### config.mk
export PLATFORM = sky130hd
export DESIGN_NAME = seg7_scan_ctrl
export DESIGN_NICKNAME = d
export VERILOG_FILES = /design/src/rtl/seg7_pkg.sv /design/src/rtl/scan_tick_gen.sv /design/src/rtl/seg7_scan_ctrl.sv
export SDC_FILE = /design/constraint.sdc
export NUM_CORES = 1
export LEC_CHECK = 0
export BUFFER_PORTS_ARGS = -buffer_cell sky130_fd_sc_hd__buf_2
export CAP_MARGIN = 20
export CORE_ASPECT_RATIO = 1.25
export CORE_MARGIN = 1.5
export CORE_UTILIZATION = 40
export DETAILED_ROUTE_END_ITERATION = 8
export PLACE_DENSITY_LB_ADDON = 0.3
export SETUP_SLACK_MARGIN = 0.02
export SLEW_MARGIN = 10
export SYNTH_ARGS = -nofsm -noshare
export SYNTH_HDL_FRONTEND = slang
export SYNTH_SLANG_ARGS = --single-unit
### constraint.sdc
create_clock -name clk -period 2.04 [get_ports clk]
set_clock_uncertainty 0.15 [all_clocks]
set_input_delay 0.408 -clock clk [delete_from_list [all_inputs] [get_ports clk]]
set_output_delay 0.408 -clock clk [all_outputs]
set_load 0.02 [all_outputs]
### src/rtl/seg7_pkg.sv
`default_nettype none
// ============================================================================
//  Module      : seg7_pkg
//  Description : Shared types and segment encoding for the 7-segment scanner.
//  Revision    : 1.0 - initial release
// ============================================================================
package seg7_pkg;

    typedef enum logic [0:0] {
        S_GAP   = 1'b0,
        S_DRIVE = 1'b1
    } scan_state_t;

    localparam logic [7:0] SEG_BLANK = 8'h00;

    // Index is the hex digit value 0..F.
    localparam logic [7:0] SEG_TABLE [16] = '{
        8'hBF, 8'h86, 8'hDB, 8'hCF, 8'hE6, 8'hED, 8'hFD, 8'hA7,
        8'hFF, 8'hEF, 8'hF7, 8'hFC, 8'hD8, 8'hDE, 8'hF9, 8'hF1
    };

    function automatic logic [3:0] nibble_sel(input logic [15:0] v, input logic [1:0] idx);
        return v[{idx, 2'b00} +: 4];
    endfunction

    // True when digit idx and every more significant digit are zero; digit 0 never qualifies.
    function automatic logic upper_zero(input logic [15:0] v, input logic [1:0] idx);
        logic w_zero;
        w_zero = 1'b0;
        case (idx)
            2'd3:    w_zero = (v[15:12] == 4'h0);
            2'd2:    w_zero = (v[15:8]  == 8'h00);
            2'd1:    w_zero = (v[15:4]  == 12'h000);
            default: w_zero = 1'b0;
        endcase
        return w_zero;
    endfunction

endpackage
`default_nettype wire

### src/rtl/scan_tick_gen.sv
`default_nettype none
// ============================================================================
//  Module      : scan_tick_gen
//  Description : DIV-cycle slot counter with end-of-gap and end-of-slot strobes.
//  Revision    : 1.0 - initial release
// ============================================================================
module scan_tick_gen #(
    parameter int DIV     = 100_000,
    parameter int GAP_CYC = 16
) (
    input  logic clk,
    input  logic rst,
    output logic o_gap_end,
    output logic o_slot_end
);
    localparam int            CW         = $clog2(DIV);
    localparam logic [CW-1:0] C_LAST     = CW'(DIV - 1);
    localparam logic [CW-1:0] C_GAP_LAST = CW'(GAP_CYC - 1);

    logic [CW-1:0] r_cnt;

    always_ff @(posedge clk or posedge rst) begin
        if (rst) begin
            r_cnt <= '0;
        end else if (r_cnt == C_LAST) begin
            r_cnt <= '0;
        end else begin
            r_cnt <= r_cnt + CW'(1);
        end
    end

    assign o_gap_end  = (r_cnt == C_GAP_LAST);
    assign o_slot_end = (r_cnt == C_LAST);

endmodule
`default_nettype wire

### src/rtl/seg7_scan_ctrl.sv
`default_nettype none
// ============================================================================
//  Module      : seg7_scan_ctrl
//  Description : 4-digit multiplexed 7-segment scanner with gap blanking and
//                frame-synchronous value loading. SEG7_LEADING_ZERO_BLANK_EN
//                darkens leading zero digits 3..1.
//  Revision    : 1.0 - initial release
// ============================================================================
module seg7_scan_ctrl
    import seg7_pkg::*;
#(
    parameter int CLK_HZ  = 100_000_000,
    parameter int SCAN_HZ = 1000,
    parameter int GAP_CYC = 16
) (
    input  logic        clk,
    input  logic        rst,
    input  logic [15:0] value_i,
    input  logic        load_valid,
    output logic        load_ready,
    input  logic [3:0]  blank_mask,
    output logic [7:0]  seg,
    output logic [3:0]  an,
    output logic        frame_done
);
    localparam int DIV = CLK_HZ / SCAN_HZ;

    generate
        if (DIV <= GAP_CYC + 1 || GAP_CYC < 1) begin : g_param_check
            $error("seg7_scan_ctrl: need DIV > GAP_CYC+1 and GAP_CYC >= 1");
        end
    endgenerate

    scan_state_t r_state, w_state_nxt;
    logic [1:0]  r_idx, w_idx_nxt;
    logic [15:0] r_disp, r_pend;
    logic        r_pend_full, r_ready, r_frame_done;
    logic [7:0]  r_seg, w_seg_nxt;
    logic [3:0]  r_an, w_an_nxt;
    logic        w_gap_end, w_slot_end, w_boundary, w_xfer, w_dark;

    scan_tick_gen #(
        .DIV     (DIV),
        .GAP_CYC (GAP_CYC)
    ) u_tick (
        .clk        (clk),
        .rst        (rst),
        .o_gap_end  (w_gap_end),
        .o_slot_end (w_slot_end)
    );

    assign w_xfer = load_valid && r_ready;

`ifdef SEG7_LEADING_ZERO_BLANK_EN
    assign w_dark = blank_mask[r_idx] || upper_zero(r_disp, r_idx);
`else
    assign w_dark = blank_mask[r_idx];
`endif

    always_comb begin
        w_state_nxt = r_state;
        w_idx_nxt   = r_idx;
        w_boundary  = 1'b0;
        w_an_nxt    = 4'b0000;
        w_seg_nxt   = SEG_BLANK;
        case (r_state)
            S_GAP: begin
                if (w_gap_end) w_state_nxt = S_DRIVE;
            end
            S_DRIVE: begin
                w_an_nxt = 4'b0001 << r_idx;
                if (!w_dark) w_seg_nxt = SEG_TABLE[nibble_sel(r_disp, r_idx)];
                if (w_slot_end) begin
                    w_state_nxt = S_GAP;
                    w_idx_nxt   = r_idx + 2'd1;
                    w_boundary  = (r_idx == 2'd3);
                end
            end
            default: w_state_nxt = S_GAP;
        endcase
    end

    always_ff @(posedge clk or posedge rst) begin
        if (rst) begin
            r_state <= S_GAP;
            r_idx   <= 2'd0;
        end else begin
            r_state <= w_state_nxt;
            r_idx   <= w_idx_nxt;
        end
    end

    // A transfer in the boundary cycle lands in pending, never straight in display.
    always_ff @(posedge clk or posedge rst) begin
        if (rst) begin
            r_disp       <= 16'h0000;
            r_pend       <= 16'h0000;
            r_pend_full  <= 1'b0;
            r_ready      <= 1'b0;
            r_frame_done <= 1'b0;
            r_seg        <= SEG_BLANK;
            r_an         <= 4'b0000;
        end else begin
            if (w_boundary && r_pend_full) begin
                r_disp      <= r_pend;
                r_pend_full <= 1'b0;
            end
            if (w_xfer) begin
                r_pend      <= value_i;
                r_pend_full <= 1'b1;
            end
            r_ready      <= !((r_pend_full && !w_boundary) || w_xfer);
            r_frame_done <= w_boundary;
            r_seg        <= w_seg_nxt;
            r_an         <= w_an_nxt;
        end
    end

    assign load_ready = r_ready;
    assign seg        = r_seg;
    assign an         = r_an;
    assign frame_done = r_frame_done;

endmodule
`default_nettype wire

==> results.cfg <==
[power_and_ir_drop]
sw_frac_of_total_pct = 23.1
p_comb_share_pct = 3.3
power.switching_uw = 582
power_frac_seq_pct = 53.0
powerDensity_nw_per_um2 = 655
p_clk_share_pct = 43.7
power_mw = 2.52
leakage_nw = 1.86
peakVddDrop_mv = 0.302
cell_internal_pwr_mw = 1.94

[logic_synthesis]
synth-simple-area-share_pct = 12.5
synth_top_family_by_area = multiplexers
synth-main-ff-cell = dfrtp_1
syn_avg_cell_area_um2 = 13.2
ys_types = 39
synthMuxAreaShare_pct = 17.3
yosysWarnings = 0
synth_xor_area_share_pct = 4.07
syn_inst = 228
async_flop_share_pct = 100
syn_area_um2 = 3010
synth_seq_cells = 67
synth-seq-area-share_pct = 55.6
synth_fa_ha_area_share_pct = 4.15
synth_edf_count = 0
synth_compound_area_share_pct = 4.03
synth_fp_nets = 261

[sta]
setup_viol = 0
fin_hold_ws_ns = 0.130
maxSlewViolCount = 0
rsz0062_at_grt = yes
layout_min_cycle_time_ns = 2.00
slew_headroom_pct = 64.3
period_share_pct = 97.9
worst_pin_slew_ns = 0.534
final-hold-violation-count = 0
timing.final.ws_setup_ns = 0.0422
max_freq_mhz = 501
setup_tns_ns = 0

[clock_tree]
cts_tree = built
ctsLongestPathBuffers = 2
cts_max_level = 3
cts_buffers = 9
cts_root_buf = clkbuf_8
clk_pin_slew_ns = 0.08
cts_sinks = 67
clock_latency_ns = 0.35

[route]
vias = 1983
drt_iter0_drc = 63
ant_nets = 0
drc = 0
first_pass_iters = 5
wirelength_um = 5620
wl_per_cell_um = 14.1
avgViaCountPerCell = 4.99

[global_route]
grt_use_total_pct = 15.6
grt_pass1_wl_um = 9290
grt_max_degree = 26
grt_pass1_vias = 1958
grt_overflow = 0
antenna_found_initial = 0

[placed_design]
gp_congestion = 0.804
io_buffers = 36
dp.final_hpwl_um = 3920
place_area_um2 = 3480
dpl_worst_slack_ns = -0.0446

[finish]
most-common-layout-cells = dfrtp_1 (66), buf_2 (36), buf_4 (25), mux2_2 (17), mux2_4 (16)
final_cell_area_um2 = 3840
num-nets-final = 333
diodes = 0
mostFrequentLayoutCell = dfrtp_1
fillers = 658
drive_above_1_share_pct = 46.2
syn_to_final_growth_pct = 27.6

[setup_path]
end_kind = flop
ff2ff_setup_slack_ns = 0.04
cp_max_fo = 8
worst_ep_required_time_ns = 2.13
arrival_ns = 2.09
cp-start-kind = flop
path_class = reg2reg

[die]
die_area_um2 = 8070
rows = 35
die_height_um = 100
initial_core_util_pct = 41.0
core_um2 = 7360
io-pin-count = 37
die_x_um = 80.6

[outcome]
status = finished clean

[flow_run]
drv_cap = 0

[hold_path]
hold_path_class = in2reg
through the flow:
stage | utilization [%] | instances
after floorplan | - | 228
after global placement | 47.3 | 372
after detailed placement | 47.3 | 372
after CTS | 50.1 | 389
after global routing | 52.3 | 397
final | 52.3 | 397
cells by family (layout without fill, tap and decap cells):
logic type	after synthesis	in the layout
buf+inv	15	92
xor+xnor	14	14
simple gates	66	66
mux	38	38
compound gates	18	18
flops	67	67
fa+ha+maj	10	10
path summary, 6_finish.rpt:
kind | to | cells after the start | start
max | r_disp[0] | 6 | r_idx[1]
min | r_pend[4] | 2 | value_i[4]
max reg2reg | r_disp[0] | 6 | r_idx[1]
min reg2reg | r_disp[14] | 1 | r_pend[14]
max in group asynchronous | u_tick.r_cnt[7] | 4 | rst
min in group asynchronous | r_disp[8] | 3 | rst
power by group through the flow:
stage / Clock, mW / Sequential (mW) / Combinational, mW
floorplan: 0 / 1.37 / 0.0270
global placement: 0 / 1.36 / 0.0829
detailed placement: 0 / 1.36 / 0.0829
CTS: 1.14 / 1.34 / 0.0845
global route: 1.21 / 1.34 / 0.0935
finish: 1.10 / 1.34 / 0.0820
critical path, stage by stage, from the launching register on:
cell and delay (ns):
dfrtp_1 0.49, ha_1 0.22, nand3_1 0.11, nor4_4 0.28, buf_4 0.18, clkbuf_16 0.16, mux2_4 0.29
state kept, by name, indices dropped and copies added (netlist names), 2 cells and up:
register      cells
seg               8
u_tick.r_cnt     17
r_pend           16
r_idx             2
r_disp           16
an                4
final cells by class:
class	instances	area [um2]	share of cell area (%)
sequential	67	1680	43.6
multi-input combinational	146	1350	35.0
timing repair buffer	66	463	12.0
clock buffer	9	124	3.22
tap	92	115	2.99
clock inverter	7	76.3	1.99
inverter	10	43.8	1.14
routing by layer:
layer	vias up	wire length (um)	global-route usage, %
met5	-	0	0
met4	0	115	8.36
met3	12	216	5.09
met2	34	2790	23.7
met1	987	2500	19.7
li1	950	-	-
synth_stat cells, types with 3 or more instances:
master	n	area, um2
a211oi_1	5	37.5
a21oi_1	4	20.0
and2_1	5	31.3
clkbuf_1	3	11.3
dfrtp_1	67	1680
ha_1	10	125
inv_1	10	37.5
mux2_2	23	259
mux2_4	10	150
mux4_2	5	113
nand2_1	11	41.3
nand3_1	8	40.0
nor2_1	13	48.8
nor3_1	5	25.0
nor4_1	3	18.8
o21ai_0	3	15.0
xnor2_1	9	78.8
xor2_1	5	43.8
timing repair:
| action | CTS | global route |
|---|---|---|
| endpoints found under the setup margin | 10 | 21 |
| pin swaps | 0 | 4 |
| resized for setup | 1 | 21 |
| buffers inserted | 0 | 7 |
| gates cloned | 0 | 1 |
| hold buffers | 1 | 0 |
| endpoints found under the hold margin | 20 | 0 |
(Power assumes the default switching activity.)
